File: config.mk
export PLATFORM = sky130hd
export DESIGN_NAME = dual_issue_scheduler
export DESIGN_NICKNAME = d
export VERILOG_FILES = /design/src/rtl/dual_issue_scheduler.sv
export SDC_FILE = /design/constraint.sdc
export NUM_CORES = 1
export LEC_CHECK = 0
export ABC_AREA = 0
export ABC_CLOCK_PERIOD_IN_PS = 2300
export CAP_MARGIN = 20
export CORE_MARGIN = 1
export CORE_UTILIZATION = 45
export CTS_BUF_LIST = sky130_fd_sc_hd__clkbuf_4 sky130_fd_sc_hd__clkbuf_8
export DETAILED_ROUTE_END_ITERATION = 6
export GPL_TIMING_DRIVEN = 0
export HOLD_SLACK_MARGIN = 0.05
export PLACE_DENSITY = 0.88
export SLEW_MARGIN = 10
export SYNTH_ARGS = -nofsm -noshare
export SYNTH_HDL_FRONTEND = slang
export SYNTH_SLANG_ARGS = --single-unit
File: constraint.sdc
create_clock -name clk -period 2.3 [get_ports clk]
set_input_delay 0.23 -clock clk [delete_from_list [all_inputs] [get_ports clk]]
set_output_delay 0.23 -clock clk [all_outputs]
set_load 0.02 [all_outputs]
File: src/rtl/dual_issue_scheduler.sv
// Dual-issue scheduler: buffers one fetched instruction pair and issues it as one
// group, or splits it across two groups when the younger reads the older's rd.
//
// state  | meaning
// EMPTY  | nothing buffered
// PAIR   | i0 and i1 both pending
// SINGLE | i0 issued after a split, i1 pending
module dual_issue_scheduler (
    input  logic        clk,
    input  logic        rst,
    input  logic        flush,
    input  logic        in_valid,
    output logic        in_ready,
    input  logic [31:0] in_i0,
    input  logic [31:0] in_i1,
    input  logic [31:0] in_pc,
    output logic        out_valid,
    input  logic        out_ready,
    output logic [31:0] slot0_instr,
    output logic [31:0] slot0_pc,
    output logic        slot1_valid,
    output logic [31:0] slot1_instr,
    output logic [31:0] slot1_pc,
    output logic [15:0] split_count
);

    localparam logic [1:0] EMPTY  = 2'd0;
    localparam logic [1:0] PAIR   = 2'd1;
    localparam logic [1:0] SINGLE = 2'd2;

    logic [1:0]  state;
    logic [31:0] buf_i0;
    logic [31:0] buf_i1;
    logic [31:0] buf_pc;
    logic [31:0] pc_next;
    logic        hazard;
    logic        occupied;
    logic        accept;
    logic        retire;

    function automatic logic writes_rd(input logic [31:0] ins);
        logic w;
        w = 1'b0;
        case (ins[6:0])
            7'b0110011, 7'b0010011, 7'b0000011, 7'b0110111,
            7'b0010111, 7'b1101111, 7'b1100111: w = (ins[11:7] != 5'd0);
            default: w = 1'b0;
        endcase
        return w;
    endfunction

    function automatic logic reads_rs1(input logic [31:0] ins);
        logic r;
        r = 1'b0;
        case (ins[6:0])
            7'b0110011, 7'b0010011, 7'b0000011,
            7'b0100011, 7'b1100011, 7'b1100111: r = 1'b1;
            default: r = 1'b0;
        endcase
        return r;
    endfunction

    function automatic logic reads_rs2(input logic [31:0] ins);
        logic r;
        r = 1'b0;
        case (ins[6:0])
            7'b0110011, 7'b0100011, 7'b1100011: r = 1'b1;
            default: r = 1'b0;
        endcase
        return r;
    endfunction

    // Hazard looks only at the buffered pair, never at the fetch inputs.
    always_comb begin
        hazard = writes_rd(buf_i0) &&
                 ((reads_rs1(buf_i1) && (buf_i1[19:15] == buf_i0[11:7])) ||
                  (reads_rs2(buf_i1) && (buf_i1[24:20] == buf_i0[11:7])));
    end

    assign pc_next  = buf_pc + 32'd4;
    assign occupied = (state != EMPTY);
    assign out_valid = occupied;

    assign in_ready = rst && !flush &&
                      ((state == EMPTY) ||
                       (out_ready && ((state == SINGLE) || ((state == PAIR) && !hazard))));

    assign accept = in_valid && in_ready;
    assign retire = out_valid && out_ready;

    // Slot data reads as zero while nothing is buffered.
    always_comb begin
        slot0_instr = 32'd0;
        slot0_pc    = 32'd0;
        slot1_valid = 1'b0;
        slot1_instr = 32'd0;
        slot1_pc    = 32'd0;
        if (state == PAIR) begin
            slot0_instr = buf_i0;
            slot0_pc    = buf_pc;
            slot1_valid = !hazard;
            slot1_instr = buf_i1;
            slot1_pc    = pc_next;
        end else if (state == SINGLE) begin
            slot0_instr = buf_i1;
            slot0_pc    = pc_next;
            slot1_instr = buf_i1;
            slot1_pc    = pc_next;
        end
    end

    always_ff @(posedge clk) begin
        if (!rst) begin
            state       <= EMPTY;
            buf_i0      <= 32'd0;
            buf_i1      <= 32'd0;
            buf_pc      <= 32'd0;
            split_count <= 16'd0;
        end else if (flush) begin
            state <= EMPTY;
        end else if (accept) begin
            state  <= PAIR;
            buf_i0 <= in_i0;
            buf_i1 <= in_i1;
            buf_pc <= in_pc;
        end else if (retire) begin
            if ((state == PAIR) && hazard) begin
                state <= SINGLE;
                if (split_count != 16'hFFFF) begin
                    split_count <= split_count + 16'd1;
                end
            end else begin
                state <= EMPTY;
            end
        end
    end

endmodule

==> metrics.md <==
| Metric | Value |
|---|---|
| Result of the run | `complete, but fails checks` |
| Violated checks | `negative setup slack` |
| Later-pin clock latency in the skew report | `0.45 ns` |
| Vias | `7031` |
| Area of the multi-input gates | `3670 um2` |
| Unrepaired setup endpoints after global routing | `true` |
| Worst Tran Pin Value | `0.661 ns` |
| Max VDD drop | `386 uV` |
| Fill count | `954` |
| Synth async-reset ratio | `0` |
| Cell Area, Synth | `5970 um2` |
| Synthesized flop and latch total | `114` |
| Crit path max fanout | `5` |
| Clock buffer depth | `2` |
| CTS tree | `yes` |
| Fraction of the cycle the final worst path needs | `1.16` |
| CP Launch Type | `flip-flop` |
| Initial antenna violation count | `0` |
| DIE WIDTH | `117 um` |
| Cells after synthesis | `812` |
| Required @ worst endpoint | `2.07 ns` |
| Number of flops mapped to enable cells by yosys | `0` |
| Min Tclk post-route | `2.67 ns` |
| Slew Limit Fails | `0` |
| Synth unique cells | `45` |
| Number of global-route vias before repair | `6332` |
| Post-DRT Antenna Nets | `0` |
| FF-to-FF setup slack | `0.06 ns` |
| Cell Int Power | `3.75 mW` |
| Fin worst setup slack | `-0.372 ns` |
| Die height | `117 um` |
| H-tree level count | `4` |
| Total wire length | `22400 um` |
| WL/cell | `17.2 um` |
| DRC viols | `0` |
| Post-synthesis sequential area ratio | `0.382` |
| Ant diodes | `0` |
| Ys Warns | `0` |
| Total CTS buffers | `17` |
| Mean Syn Cell Area | `7.35 um2` |
| CTS Sinks | `114` |
| Total power draw | `5.22 mW` |
| Sequential cell area | `2330 um2` |
| Routability cong. | `0.893` |
| Clk_skew | `0.00744 ns` |
| Sw Share | `0.283` |
| Drt first pass iters | `5` |
| Port Buffers | `247` |
| Max Cap Viol | `0` |
| Final net count | `1223` |
| Critical path class | `reg -> out` |
| Synth Flop Type | `dfxtp_1` |
| Detail Placement HPWL | `14900 um` |
| Max frequency | `0.374 GHz` |
| Switch Pwr | `1.48 mW` |
| Crit path capture type | `primary output` |
| Die area | `13700 um2` |
| Slew headroom | `0.559` |
| Largest net degree at the start of global routing | `17` |
| Hold Crit Class | `in -> reg` |
| GRT Overall Usage | `0.315` |
| First-pass GRT wire length | `32700 um` |
| P per Cell Area | `549 nW/um2` |
| Clock power share | `0.367` |
| 1st-iter DRT viols | `507` |
| Clk pin slew, worst setup/hold paths | `0.07 ns` |
| Static leakage | `3.84 nW` |
| Rows | `41` |
| Final setup fails | `35` |
| WP data arrival | `2.44 ns` |
| Total core area | `12800 um2` |
| Worst Hold Slack | `0.316 ns` |
| Syn Nets | `915` |
| Combinational share of power | `0.181` |
| I/O pin cnt | `248` |
| Layout cells sized above 1 | `0.231` |
| Total gr overflow | `0` |
| Vias per cell | `5.40` |
| Starting density of the core | `0.467` |
| Sequential power share | `0.451` |
| Final hold viol count | `0` |
| Area Growth Syn to Fin | `59.3%` |
| CTS root buf | `clkbuf_8` |
[stage by stage]
step / cells / util / setup TNS, ns / instance area, um2 / setup WS (ns)
finish: 1302 / 0.744 / -7.98 / 9510 / -0.372
global route: 1302 / 0.744 / -10.79 / 9510 / -0.421
CTS: 1288 / 0.732 / -3.81 / 9350 / -0.315
detailed placement: 1231 / 0.678 / -64.28 / 8650 / -0.774
global placement: 1231 / 0.678 / -63.46 / 8650 / -0.751
floorplan: 812 / - / 0 / 5970 / 0.0252
[final cells by class]
cell class / count / area share
plain buffers: 57 / 0.0403
well taps: 172 / 0.0226
flip-flops and latches: 114 / 0.245
inverters: 7 / 0.00276
multi-input cells: 635 / 0.386
clock inverters: 5 / 0.00790
clock buffers: 24 / 0.0341
repair buffers: 288 / 0.262
[worst paths after layout]
path,startpoint,cells after the start,endpoint
max,buf_pc[3]$_SDFFE_PN0P_,8,slot0_pc[31]
min,in_i1[7],3,buf_i1[7]$_SDFFE_PN0P_
max reg2reg,buf_i0[8]$_SDFFE_PN0P_,10,buf_pc[20]$_SDFFE_PN0P_
min reg2reg,buf_pc[0]$_SDFFE_PN0P_,2,buf_pc[0]$_SDFFE_PN0P_
[layout by cell type (no fill, tap or decap), types with 37 or more instances in the layout]
| cell type | n |
|---|---|
| nand2_1 | 228 |
| clkdlybuf4s50_1 | 117 |
| dfxtp_1 | 95 |
| buf_4 | 78 |
| o21ai_1 | 67 |
| o21ai_0 | 61 |
| dlygate4sd2_1 | 43 |
| nor2_1 | 40 |
| nor2b_1 | 38 |
| clkbuf_2 | 37 |
[what timing repair did]
action	CTS	global route
buffers inserted	27	15
pin swaps	26	24
gates resized for setup	443	124
gates cloned	1	0
hold buffers	0	0
setup endpoints to repair	130	182
[sequential cells by signal (all words and copies together) (netlist names)]
signal and flops:
buf_pc 32, split_count 16, buf_i0 32, buf_i1 32, state 2
[power groups by stage]
stage / registers, mW / logic (mW) / clock network, mW
finish: 2.36 / 0.946 / 1.92
global route: 2.38 / 1.02 / 2.03
detailed placement: 2.38 / 0.836 / 0
CTS: 2.34 / 0.885 / 1.93
global placement: 2.37 / 0.819 / 0
floorplan: 2.32 / 0.488 / 0
[cells in the mapped netlist (all sizes together), types with 4 or more instances]
library cell | number | share of area
nand2 | 233 | 0.15
a21oi | 15 | 0.013
and2 | 4 | 0.0042
nand4 | 14 | 0.015
nand2b | 4 | 0.0042
nor3 | 4 | 0.0052
buf | 20 | 0.027
or3 | 5 | 0.0052
nand3 | 24 | 0.021
clkbuf | 37 | 0.024
and3 | 8 | 0.0084
or4 | 5 | 0.0063
nor2 | 47 | 0.030
o21ai | 128 | 0.11
xor2 | 22 | 0.032
o31ai | 8 | 0.010
xnor2 | 19 | 0.028
a22o | 33 | 0.048
inv | 7 | 0.0044
dfxtp | 114 | 0.38
nor2b | 39 | 0.041
[per-layer routing]
layer,up-vias,wire [um],global-route usage
met5,-,0,0
met4,0,726,0.145
met2,312,11300,0.551
met1,3293,8850,0.359
li1,3363,-,-
met3,63,1530,0.0834
[worst max-delay path: stages (launching register included)]
cell and delay (ns):
dfxtp_4 0.37, and3_4 0.20, nand3_4 0.10, nor4_4 0.36, buf_4 0.17, nand4_1 0.20
or3_1 0.36, o21ai_1 0.08, buf_4 0.16
[cell families after synthesis]
group / after synthesis / share of synthesized area
AO/OA/AOI/OAI: 195 / 0.196
XOR/XNOR: 41 / 0.0602
adder cells (fa/ha/maj): 2 / 0.00419
buffers and inverters: 64 / 0.0558
flip-flops: 114 / 0.382
multiplexers: 1 / 0.00168
AND/OR/NAND/NOR: 395 / 0.299
No activity file was read; power rests on OpenSTA's default activity.
==> variant: new RTL, same settings <==
Make the reset (`rst`) asynchronous in one clocked block.
--- a/src/rtl/dual_issue_scheduler.sv
+++ b/src/rtl/dual_issue_scheduler.sv
@@ -110,5 +110,5 @@
     end
 
-    always_ff @(posedge clk) begin
+    always_ff @(posedge clk or negedge rst) begin
         if (!rst) begin
             state       <= EMPTY;
Behaviour: differs if rst is asserted again (counterexample within 4 cycles, from zero or initial values and one cycle with rst low); with rst held inactive, the same outputs for 4 cycles.
==> variant against the original RTL <==
Critical path type unchanged; register-to-register slack got worse by 0.07 ns; combinational power increased by 97%; sequential cell count is the same; the flow still finishes with violations (setup timing); cell area grew 8.0%; clock skew up 0.0073 ns; wire length increased by 1.3%; final cell count down 15%; power up 29%; fmax up 2.4%; setup slack improved by 0.062 ns; count of clock-buffer cells in the layout fell by 3; synthesized area up 3.1%.
==> variant: results (changes against the original RTL) <==
| Metric | Value |
|---|---|
| Outcome | complete, but fails checks (unchanged) |
| Violations in the final reports | setup timing (unchanged) |
| Total track usage | 0.301 (was 0.315) |
| Final setup vio count | 50 (was 35) |
| 1st-iter DRT viols | 422 (was 507) |
| Post-synth cell types | 36 (was 45) |
| Post-synth top cells | dfrtp_1, mux2_2, nand2_1 (was nand2_1, dfxtp_1, o21ai_0) |
| CP max stage delay | 0.43 ns (was 0.37 ns) |
| Final Skew | 0.0147 ns (was 0.00744 ns) |
| Synth Flop Type | dfrtp_1 (was dfxtp_1) |
| Wire per inst | 20.4 um (was 17.2 um) |
| RD Place Congestion | 0.887 (was 0.893) |
| Share of cells above drive strength 1 | 0.432 (was 0.231) |
| Dpl cell area | 8880 um2 (was 8650 um2) |
| Post-synthesis sequential area ratio | 0.464 (was 0.382) |
| Final TNS setup | -7.13 ns (was -7.98 ns) |
| Synthesis Warnings | 0 (unchanged) |
| Slew @ Worst Pin | 0.522 ns (was 0.661 ns) |
| Dpl hpwl | 14.1 mm (was 14.9 mm) |
| Clock-pin slew on the worst setup and hold paths | 0.07 ns (about the same) |
| Critical path's slowest cell | dfrtp_2 (was dfxtp_4) |
| Post-place setup slack | -0.996 ns (was -0.774 ns) |
| Post-route setup slack | -0.311 ns (was -0.372 ns) |
| DR vias/cell | 5.51 (was 5.40) |
| Static Leak | 4.69 nW (was 3.84 nW) |
| Worst skew pair latency | 0.44 ns |
| Hold crit path type | in2async (was in2reg) |
| ANT cells | 0 (unchanged) |
| Pin count of the biggest net entering global routing | 71 (was 17) |
| Htree depth | 4 (unchanged) |
| Top cells by area, synth | dfrtp_1, mux2_2, a22o_1, xor2_1, nor2b_1 (was dfxtp_1, nand2_1, o21ai_0, a22o_1, nor2b_1) |
| Global-route wire length before repair | 32.6 mm (was 32.7 mm) |
| Share of flip-flops with an asynchronous set or reset | 1.00 (was 0) |
| Worst-path fanout max | 4 (was 5) |
| FILL cells | 902 (was 954) |
| Nets@finish | 1,023 (was 1,223) |
| Worst VDD drop | 0.000462 V (was 0.000386 V) |
| TritonCTS Buffers | 17 (unchanged) |
| Root Driver | clkbuf_8 (unchanged) |
| Top flop regs | buf_i0 (32), buf_i1 (32), buf_pc (32) (unchanged) |
| Synthesized net count | 690 (was 915) |
| Vias in the first global route | 6,141 (was 6,332) |
[variant: changes by cell type after synthesis, sizes merged, moves of 14 or more]
cell,before,now
a21oi,15,1
clkbuf,37,19
dfrtp,0,114
dfxtp,114,0
mux2,0,97
nand2,233,55
o21ai,128,32
[variant: metrics by stage]
step,util,cells,hold slack (ns)
floorplan,-,587,-0.0656
global placement,0.666,1010,0.483
detailed placement,0.668,1011,0.187
CTS,0.734,1083,0.331
global route,0.772,1108,0.352
finish,0.772,1108,0.365
[variant: layer usage]
layer,vias up,track usage,wire (um)
met3,60,0.0752,1440
met1,3026,0.354,8750
li1,2719,-,-
met4,0,0.141,760
met2,295,0.514,11700
met5,-,0,0
[variant: path summary, 6_finish.rpt]
path	startpoint	endpoint	slack, ns	cells past startpoint
hold reg to reg	split_count[15]$_DFFE_PN0P_	split_count[15]$_DFFE_PN0P_	0.50	1
setup / recovery	buf_pc[3]$_DFFE_PN0P_	slot1_pc[20]	-0.31	9
max in group asynchronous	rst	buf_pc[15]$_DFFE_PN0P_	1.53	3
hold / removal	rst	buf_i0[18]$_DFFE_PN0P_	0.37	3
setup reg to reg	buf_i0[9]$_DFFE_PN0P_	buf_i1[15]$_DFFE_PN0P_	-0.01	8
min in group clk	flush	state[1]$_DFFE_PN0P_	0.37	2
[variant: cells by family after synthesis]
kind of cell	after synthesis	synth area share
and+or+nand+nor	205	0.164
DFF	114	0.464
muxes	97	0.178
AOI/OAI and AO/OA	72	0.0828
xor gates and xnor gates	53	0.0755
buffers and inverters	44	0.0321
adders and majority gates	2	0.00407
[variant: tightest hold or removal path, cell delays in order]
cell	delay, ns
dlygate4sd3_1	0.56
buf_6	0.16
buf_16	0.23
[variant: layout make-up]
| class | instances | share of cell area |
|---|---|---|
| timing repair buffer | 317 | 0.277 |
| clock inverter | 10 | 0.0152 |
| tap | 176 | 0.0214 |
| buffer | 34 | 0.0336 |
| clock buffer | 21 | 0.0275 |
| multi-input combinational | 429 | 0.342 |
| sequential | 114 | 0.280 |
| inverter | 7 | 0.00256 |
[variant: power breakdown]
part           leakage, nW  internal (mW)  switching (mW)
Sequential            1.36           2.36           0.425
Clock                0.225           1.27           0.842
Combinational         3.10           1.04           0.817
Total                 4.68           4.67            2.08
[variant: what timing repair did]
action,CTS,global route
cloned,2,6
resized for setup,434,251
hold buffers,2,0
hold endpoints to repair,45,0
buffers inserted,38,25
setup endpoints to repair,242,221
pin swaps,23,24
